**src/rtl/rank_classifier.sv**
```systemverilog
// rank_classifier: gathers one mismatch score per rank kernel, scans them serially for the
// minimum and emits a rank decision or a reject. Define RANK_MARGIN_EN for best/second-best margin rejection.
module rank_classifier #(
    parameter int NUM_RANKS        = 13,
    parameter int SCORE_WIDTH      = 11,
    parameter int REJECT_THRESHOLD = 400
`ifdef RANK_MARGIN_EN
    ,
    parameter int MIN_MARGIN       = 40
`endif
) (
    input  logic                             clk,
    input  logic                             rst,
    input  logic                             frame_start,
    input  logic [NUM_RANKS*SCORE_WIDTH-1:0] score_in,
    input  logic [NUM_RANKS-1:0]             score_valid,
    output logic [3:0]                       rank_out,
    output logic [SCORE_WIDTH-1:0]           best_score,
    output logic                             rank_valid,
    output logic                             rank_reject,
    output logic                             busy,
    output logic                             overrun
`ifdef RANK_MARGIN_EN
    ,
    output logic [SCORE_WIDTH-1:0]           margin
`endif
);

    typedef enum logic [1:0] {
        COLLECT = 2'd0,
        SCAN    = 2'd1,
        DONE    = 2'd2
    } state_t;

    localparam logic [3:0]             LAST_IDX = 4'(NUM_RANKS - 1);
    localparam logic [3:0]             NO_RANK  = 4'hF;
    localparam logic [SCORE_WIDTH-1:0] THRESH   = SCORE_WIDTH'(REJECT_THRESHOLD);
`ifdef RANK_MARGIN_EN
    localparam logic [SCORE_WIDTH-1:0] MIN_M    = SCORE_WIDTH'(MIN_MARGIN);
`endif

    state_t                 state_q;
    logic [NUM_RANKS-1:0]   pending_q;
    logic [NUM_RANKS-1:0]   pending_d;
    logic [SCORE_WIDTH-1:0] score_q [NUM_RANKS];
    logic [3:0]             idx_q;
    logic [SCORE_WIDTH-1:0] best_q;
    logic [3:0]             best_idx_q;
    logic [SCORE_WIDTH-1:0] cur_score;
    logic                   cur_lt_best;
    logic                   reject_d;

    logic [3:0]             rank_out_q;
    logic [SCORE_WIDTH-1:0] best_score_q;
    logic                   rank_valid_q;
    logic                   rank_reject_q;
    logic                   overrun_q;

`ifdef RANK_MARGIN_EN
    logic [SCORE_WIDTH-1:0] second_q;
    logic [SCORE_WIDTH-1:0] margin_q;
    logic [SCORE_WIDTH-1:0] margin_d;
    logic                   cur_lt_second;
`endif

    always_comb begin
        // frame_start clears first so a score arriving in the same cycle still counts
        pending_d   = frame_start ? '0 : pending_q;
        pending_d   = pending_d | score_valid;
        cur_score   = score_q[idx_q];
        cur_lt_best = (cur_score < best_q);
        reject_d    = (best_q > THRESH);
`ifdef RANK_MARGIN_EN
        cur_lt_second = (cur_score < second_q);
        margin_d      = second_q - best_q;
        reject_d      = reject_d | (margin_d < MIN_M);
`endif
    end

    always_ff @(posedge clk) begin
        if (rst) begin
            state_q       <= COLLECT;
            pending_q     <= '0;
            for (int i = 0; i < NUM_RANKS; i++) begin
                score_q[i] <= '0;
            end
            idx_q         <= '0;
            best_q        <= '1;
            best_idx_q    <= NO_RANK;
            rank_out_q    <= NO_RANK;
            best_score_q  <= '0;
            rank_valid_q  <= 1'b0;
            rank_reject_q <= 1'b0;
            overrun_q     <= 1'b0;
`ifdef RANK_MARGIN_EN
            second_q      <= '1;
            margin_q      <= '0;
`endif
        end else begin
            rank_valid_q <= 1'b0;
            overrun_q    <= (state_q != COLLECT) && (|score_valid);
            case (state_q)
                COLLECT: begin
                    pending_q <= pending_d;
                    for (int i = 0; i < NUM_RANKS; i++) begin
                        if (score_valid[i]) begin
                            score_q[i] <= score_in[i*SCORE_WIDTH +: SCORE_WIDTH];
                        end
                    end
                    if (&pending_d) begin
                        state_q    <= SCAN;
                        idx_q      <= '0;
                        best_q     <= '1;
                        best_idx_q <= NO_RANK;
`ifdef RANK_MARGIN_EN
                        second_q   <= '1;
`endif
                    end
                end
                SCAN: begin
                    if (frame_start) begin
                        state_q   <= COLLECT;
                        pending_q <= '0;
                    end else begin
                        // strict compare keeps the lower index on ties
                        if (cur_lt_best) begin
                            best_q     <= cur_score;
                            best_idx_q <= idx_q;
`ifdef RANK_MARGIN_EN
                            second_q   <= best_q;
                        end else if (cur_lt_second) begin
                            second_q   <= cur_score;
`endif
                        end
                        if (idx_q == LAST_IDX) begin
                            state_q <= DONE;
                            idx_q   <= '0;
                        end else begin
                            idx_q   <= idx_q + 4'd1;
                        end
                    end
                end
                DONE: begin
                    rank_valid_q  <= 1'b1;
                    rank_reject_q <= reject_d;
                    rank_out_q    <= reject_d ? NO_RANK : best_idx_q;
                    best_score_q  <= best_q;
`ifdef RANK_MARGIN_EN
                    margin_q      <= margin_d;
`endif
                    pending_q     <= '0;
                    state_q       <= COLLECT;
                end
                default: begin
                    state_q <= COLLECT;
                end
            endcase
        end
    end

    assign rank_out    = rank_out_q;
    assign best_score  = best_score_q;
    assign rank_valid  = rank_valid_q;
    assign rank_reject = rank_reject_q;
    assign overrun     = overrun_q;
    assign busy        = (state_q != COLLECT);
`ifdef RANK_MARGIN_EN
    assign margin      = margin_q;
`endif

endmodule

```
**config.mk**
```make
export PLATFORM = sky130hd
export DESIGN_NAME = rank_classifier
export DESIGN_NICKNAME = d
export VERILOG_FILES = /design/src/rtl/rank_classifier.sv
export SDC_FILE = /design/constraint.sdc
export NUM_CORES = 1
export LEC_CHECK = 0
export ABC_AREA = 1
export BUFFER_PORTS_ARGS = -buffer_cell sky130_fd_sc_hd__clkbuf_2
export CAP_MARGIN = 20
export CORE_MARGIN = 3
export CORE_UTILIZATION = 52
export CTS_BUF_LIST = sky130_fd_sc_hd__clkbuf_8
export CTS_CLUSTER_SIZE = 24
export DETAILED_ROUTE_END_ITERATION = 16
export GPL_TIMING_DRIVEN = 0
export MAX_ROUTING_LAYER = met4
export PLACE_DENSITY = 0.87
export SETUP_SLACK_MARGIN = 0.2
export SLEW_MARGIN = 20
export SYNTH_ARGS = -nofsm -noshare
export SYNTH_HDL_FRONTEND = slang
export SYNTH_SLANG_ARGS = --single-unit
export TNS_END_PERCENT = 20
```
**constraint.sdc**
```tcl
create_clock -name clk -period 2.69 [get_ports clk]
set_input_delay 0.1345 -clock clk [delete_from_list [all_inputs] [get_ports clk]]
set_output_delay 0.1345 -clock clk [all_outputs]
set_load 0.02 [all_outputs]
```
==> run_results.csv <==
group,metric,value,unit
worst_setup_path,critPathLaunchType,"flop",
sta,fin_worst_skew,0.0167,ns
place,gp_congestion,0.969,
detailed_routing,route.met2.wl,16900,um
worst_setup_path,timing.rr.end,"best_q[5]",
synth,synth.distinct_cells,35,
job,max_cap_violations,0,
global_route,antenna_found_initial,0,
global_route,globalRouteTotalUtil,34.3,%
worst_setup_path,worst_setup_path_end_kind,"flop",
worst_setup_path,path_max_fanout,7,
detailed_routing,wl_met1,12200,um
sta,relSlewSlack,26.5,%
clock_network,cts_inserted_buffers,17,
detailed_routing,wl_per_cell,21.3,um
sta,tightest_slew,1.10,ns
synth,yosysSeqAreaShare,56.5,%
global_route,grt_pass1_wl,51300,um
synth,synth_area_per_cell,8.63,sq um
finish,diodes,0,
clock_network,path_clk_slew,0.10,ns
finish,syn2layout_area_growth,39.5,%
place,dp.cells,1528,
worst_hold_path,hold_start,"score_valid[12]",
worst_hold_path,hp-class,"input port to flop",
global_route,grt_max_degree,17,
floorplanning,die_w,142,um
sta,holdWs,-0.0205,ns
worst_setup_path,crit_slowest_cell,"dfxtp_4",
clock_network,clkLatencyLatePin,0.51,ns
floorplanning,rows,49,
floorplanning,dieArea,20100,sq um
run_status,violations,"negative hold slack, negative setup slack",
sta,fin_crit_sh,114,%
worst_setup_path,rrSetupSlack,-0.38,ns
worst_setup_path,reg2reg_depth,20,
clock_network,cts_root_buffer,"clkbuf_8",
floorplanning,core-area,18000,sq um
sta,fin_ws,-0.380,ns
synth,synth-warning-count,0,
finish,final_nets,1657,
synth,ys_ff_latch,199,
clock_network,clockBufferDepth,2,
detailed_routing,vias,10300,
worst_setup_path,crit_chain,"buf_8 > buf_8 > buf_6 > nor2_2 > nor2_1 > o21ai_1 > nand3_2 > o211ai_1 > o21ai_1 > ha_1 > a21oi_2 > o21a_1 > o221ai_2 > nor2_1 > nand2_2 > nand2_4 > nand2_8 > buf_6 > nand2_1 > nand3_1",
worst_setup_path,critPathTopFamily,"compound AO/OA/AOI/OAI gates",
power,p_leak,6.38,nW
place,io_buffers,177,
finish,postLayoutCoreUtil,74.1,%
synth,synth-compound-area-share,11.3,%
synth,synthAdderAreaFrac,2.09,%
power,cellPowerDensity,922,nW/um^2
sta,maxSlewViolCount,0,
synth,synth_nets,1285,
sta,max_freq,326,MHz
worst_setup_path,cp.depth,20,
clock_network,cts_tree,"yes",
worst_setup_path,worstSetupEndpoint,"best_q[5]",
clock_network,htree_levels,4,
detailed_routing,vias_per_cell,5.97,
run_status,status,"finished with violations",
floorplanning,die_h,142,um
synth,synth_top_area_cell,"edfxtp_1",
synth,synth_xor_xnor_area_share,0.0914,%
sta,rsz0062_at_grt,"true",
clock_network,cts_sinks,199,
worst_setup_path,arrival,3.44,ns
synth,synth-simple-area-share,19.3,%
finish,fillers,1120,
sta,finalCriticalPeriod,3.07,ns
synth,synthesis.area,9580,sq um
synth,synth.top_cell.area_share,44.8,%
detailed_routing,first_pass_iters,9,
detailed_routing,drt-initial-drc-count,1475,
detailed_routing,drc,0,
floorplanning,start_util,53.1,%
worst_setup_path,critPathBufInv,4,
sta,setup_viol,15,
detailed_routing,met3_length,4480,um
detailed_routing,ant_nets,0,
worst_setup_path,path_class,"flop to flop",
finish,fin_cells,1724,
power,total_power,12.3,mW
detailed_routing,highest-signal-layer,"met4",
global_route,grt_pass1_vias,9861,
worst_setup_path,cpPeakStageDelay,0.38,ns
global_route,overflow,0,
place,hpwl,21400,um
detailed_routing,wirelength,36700,um
finish,drive_above_1_share,23.9,%
synth,synthTopCellsByArea,"edfxtp_1, dfxtp_1, nor2_1",
floorplanning,io_pins,178,
synth,synth_mux_area_share,0,%
synth,syn_inst,1110,
power,peakVddDrop,0.000623,V
sta,finalHoldViolCount,2,
synth,synth_top_family_by_area,"simple AND/OR/NAND/NOR gates",
worst_setup_path,crit_required,3.06,ns
## registers in the layout, summed over array words and instances (netlist names), named ones only
signal / flops
best_idx_q: 4
best_q: 11
best_score: 11
idx_q: 4
overrun: 1
pending_q: 13
rank_out: 4
rank_reject: 1
rank_valid: 1
score_q: 143
state_q: 2
## cell type report
cell class / instances / area (sq um) / share of cell area [%]
clock buffer: 17 / 234 / 1.75
timing repair buffer: 353 / 2630 / 19.6
buffer: 62 / 450 / 3.37
inverter: 193 / 732 / 5.48
clock inverter: 15 / 88.8 / 0.665
tap: 229 / 287 / 2.14
sequential: 199 / 5420 / 40.6
multi-input combinational: 656 / 3520 / 26.4
## routing by layer
metal,global-route usage [%],vias up
met1,39.6,4569
met3,8.86,318
li1,-,4368
met2,54.0,1029
met4,20.7,0
met5,-,-
## worst min-delay path by stage
stage | to | slack (ns) | depth (start not counted)
5_1_grt | overrun | 0.003 | 3
4_1_cts | overrun | 0.0005 | 3
6_report | overrun | -0.02 | 3
2_1_floorplan | overrun | 0.31 | 2
3_3_place_gp | score_q[10][4] | 0.42 | 3
3_5_place_dp | score_q[12][6] | 0.43 | 3
## where the power goes
group / internal (mW) / switching, mW / total (mW)
clock: 0.622 / 1.13 / 1.75
sequential: 4.22 / 0.426 / 4.65
combinational: 2.21 / 3.72 / 5.93
total: 7.05 / 5.27 / 12.3
## logic make-up after synthesis
| kind of cell | Yosys count |
|---|---|
| XOR/XNOR | 1 |
| buffers and inverters | 255 |
| AND/OR/NAND/NOR | 445 |
| AO/OA/AOI/OAI | 194 |
| adder cells (fa/ha/maj) | 16 |
| flip-flops | 199 |
## cell usage in the layout (no fill, tap or decap), drive strengths merged, types with 5 or more instances in the layout
master,Yosys,routed
edfxtp,143,143
clkbuf,38,233
buf,24,56
o221ai,8,8
nand2,113,113
dfxtp,56,56
nand3,82,82
nor2,233,233
o211ai,11,11
dlygate4sd3,0,142
inv,193,197
clkinv,0,7
o22ai,17,17
o21ai,113,113
a21oi,24,24
a31oi,14,14
or2,5,5
nand4,7,7
ha,16,16
## stage by stage
| step | instance area [sq um] | setup TNS, ns | setup slack, ns | hold WS, ns |
|---|---|---|---|---|
| 3_5_place_dp | 10900 | -8.15 | -0.588 | 0.432 |
| 4_1_cts | 12900 | -2.39 | -0.177 | 0.000469 |
| 2_1_floorplan | 9610 | 0 | 0.161 | 0.308 |
| 6_report | 13400 | -5.41 | -0.380 | -0.0205 |
| 3_3_place_gp | 10800 | -15.45 | -0.428 | 0.421 |
| 5_1_grt | 13400 | -7.39 | -0.560 | 0.00323 |
## cell usage after synthesis (all sizes together)
cell	number
nor2	233
inv	193
edfxtp	143
nand2	113
o21ai	113
nand3	82
dfxtp	56
clkbuf	38
a21oi	24
buf	24
o22ai	17
ha	16
a31oi	14
o211ai	11
o221ai	8
nand4	7
or2	5
o21bai	4
nor3	3
a211oi	2
nor4	2
o21a	1
xor2	1
## timing repair
item / in CTS / in global routing
hold endpoints to repair: 142 / 0
resized for setup: 58 / 104
hold buffers: 142 / 0
setup endpoints to repair: 15 / 31
buffers inserted: 13 / 6
cloned: 2 / 1
pin swaps: 18 / 30
## worst min-delay path, delay by kind of cell
family / cells / cell delay (ns)
AND/OR/NAND/NOR: 2 / 0.18
buffers and inverters: 1 / 0.10
No activity file was read; power rests on OpenSTA's default activity.
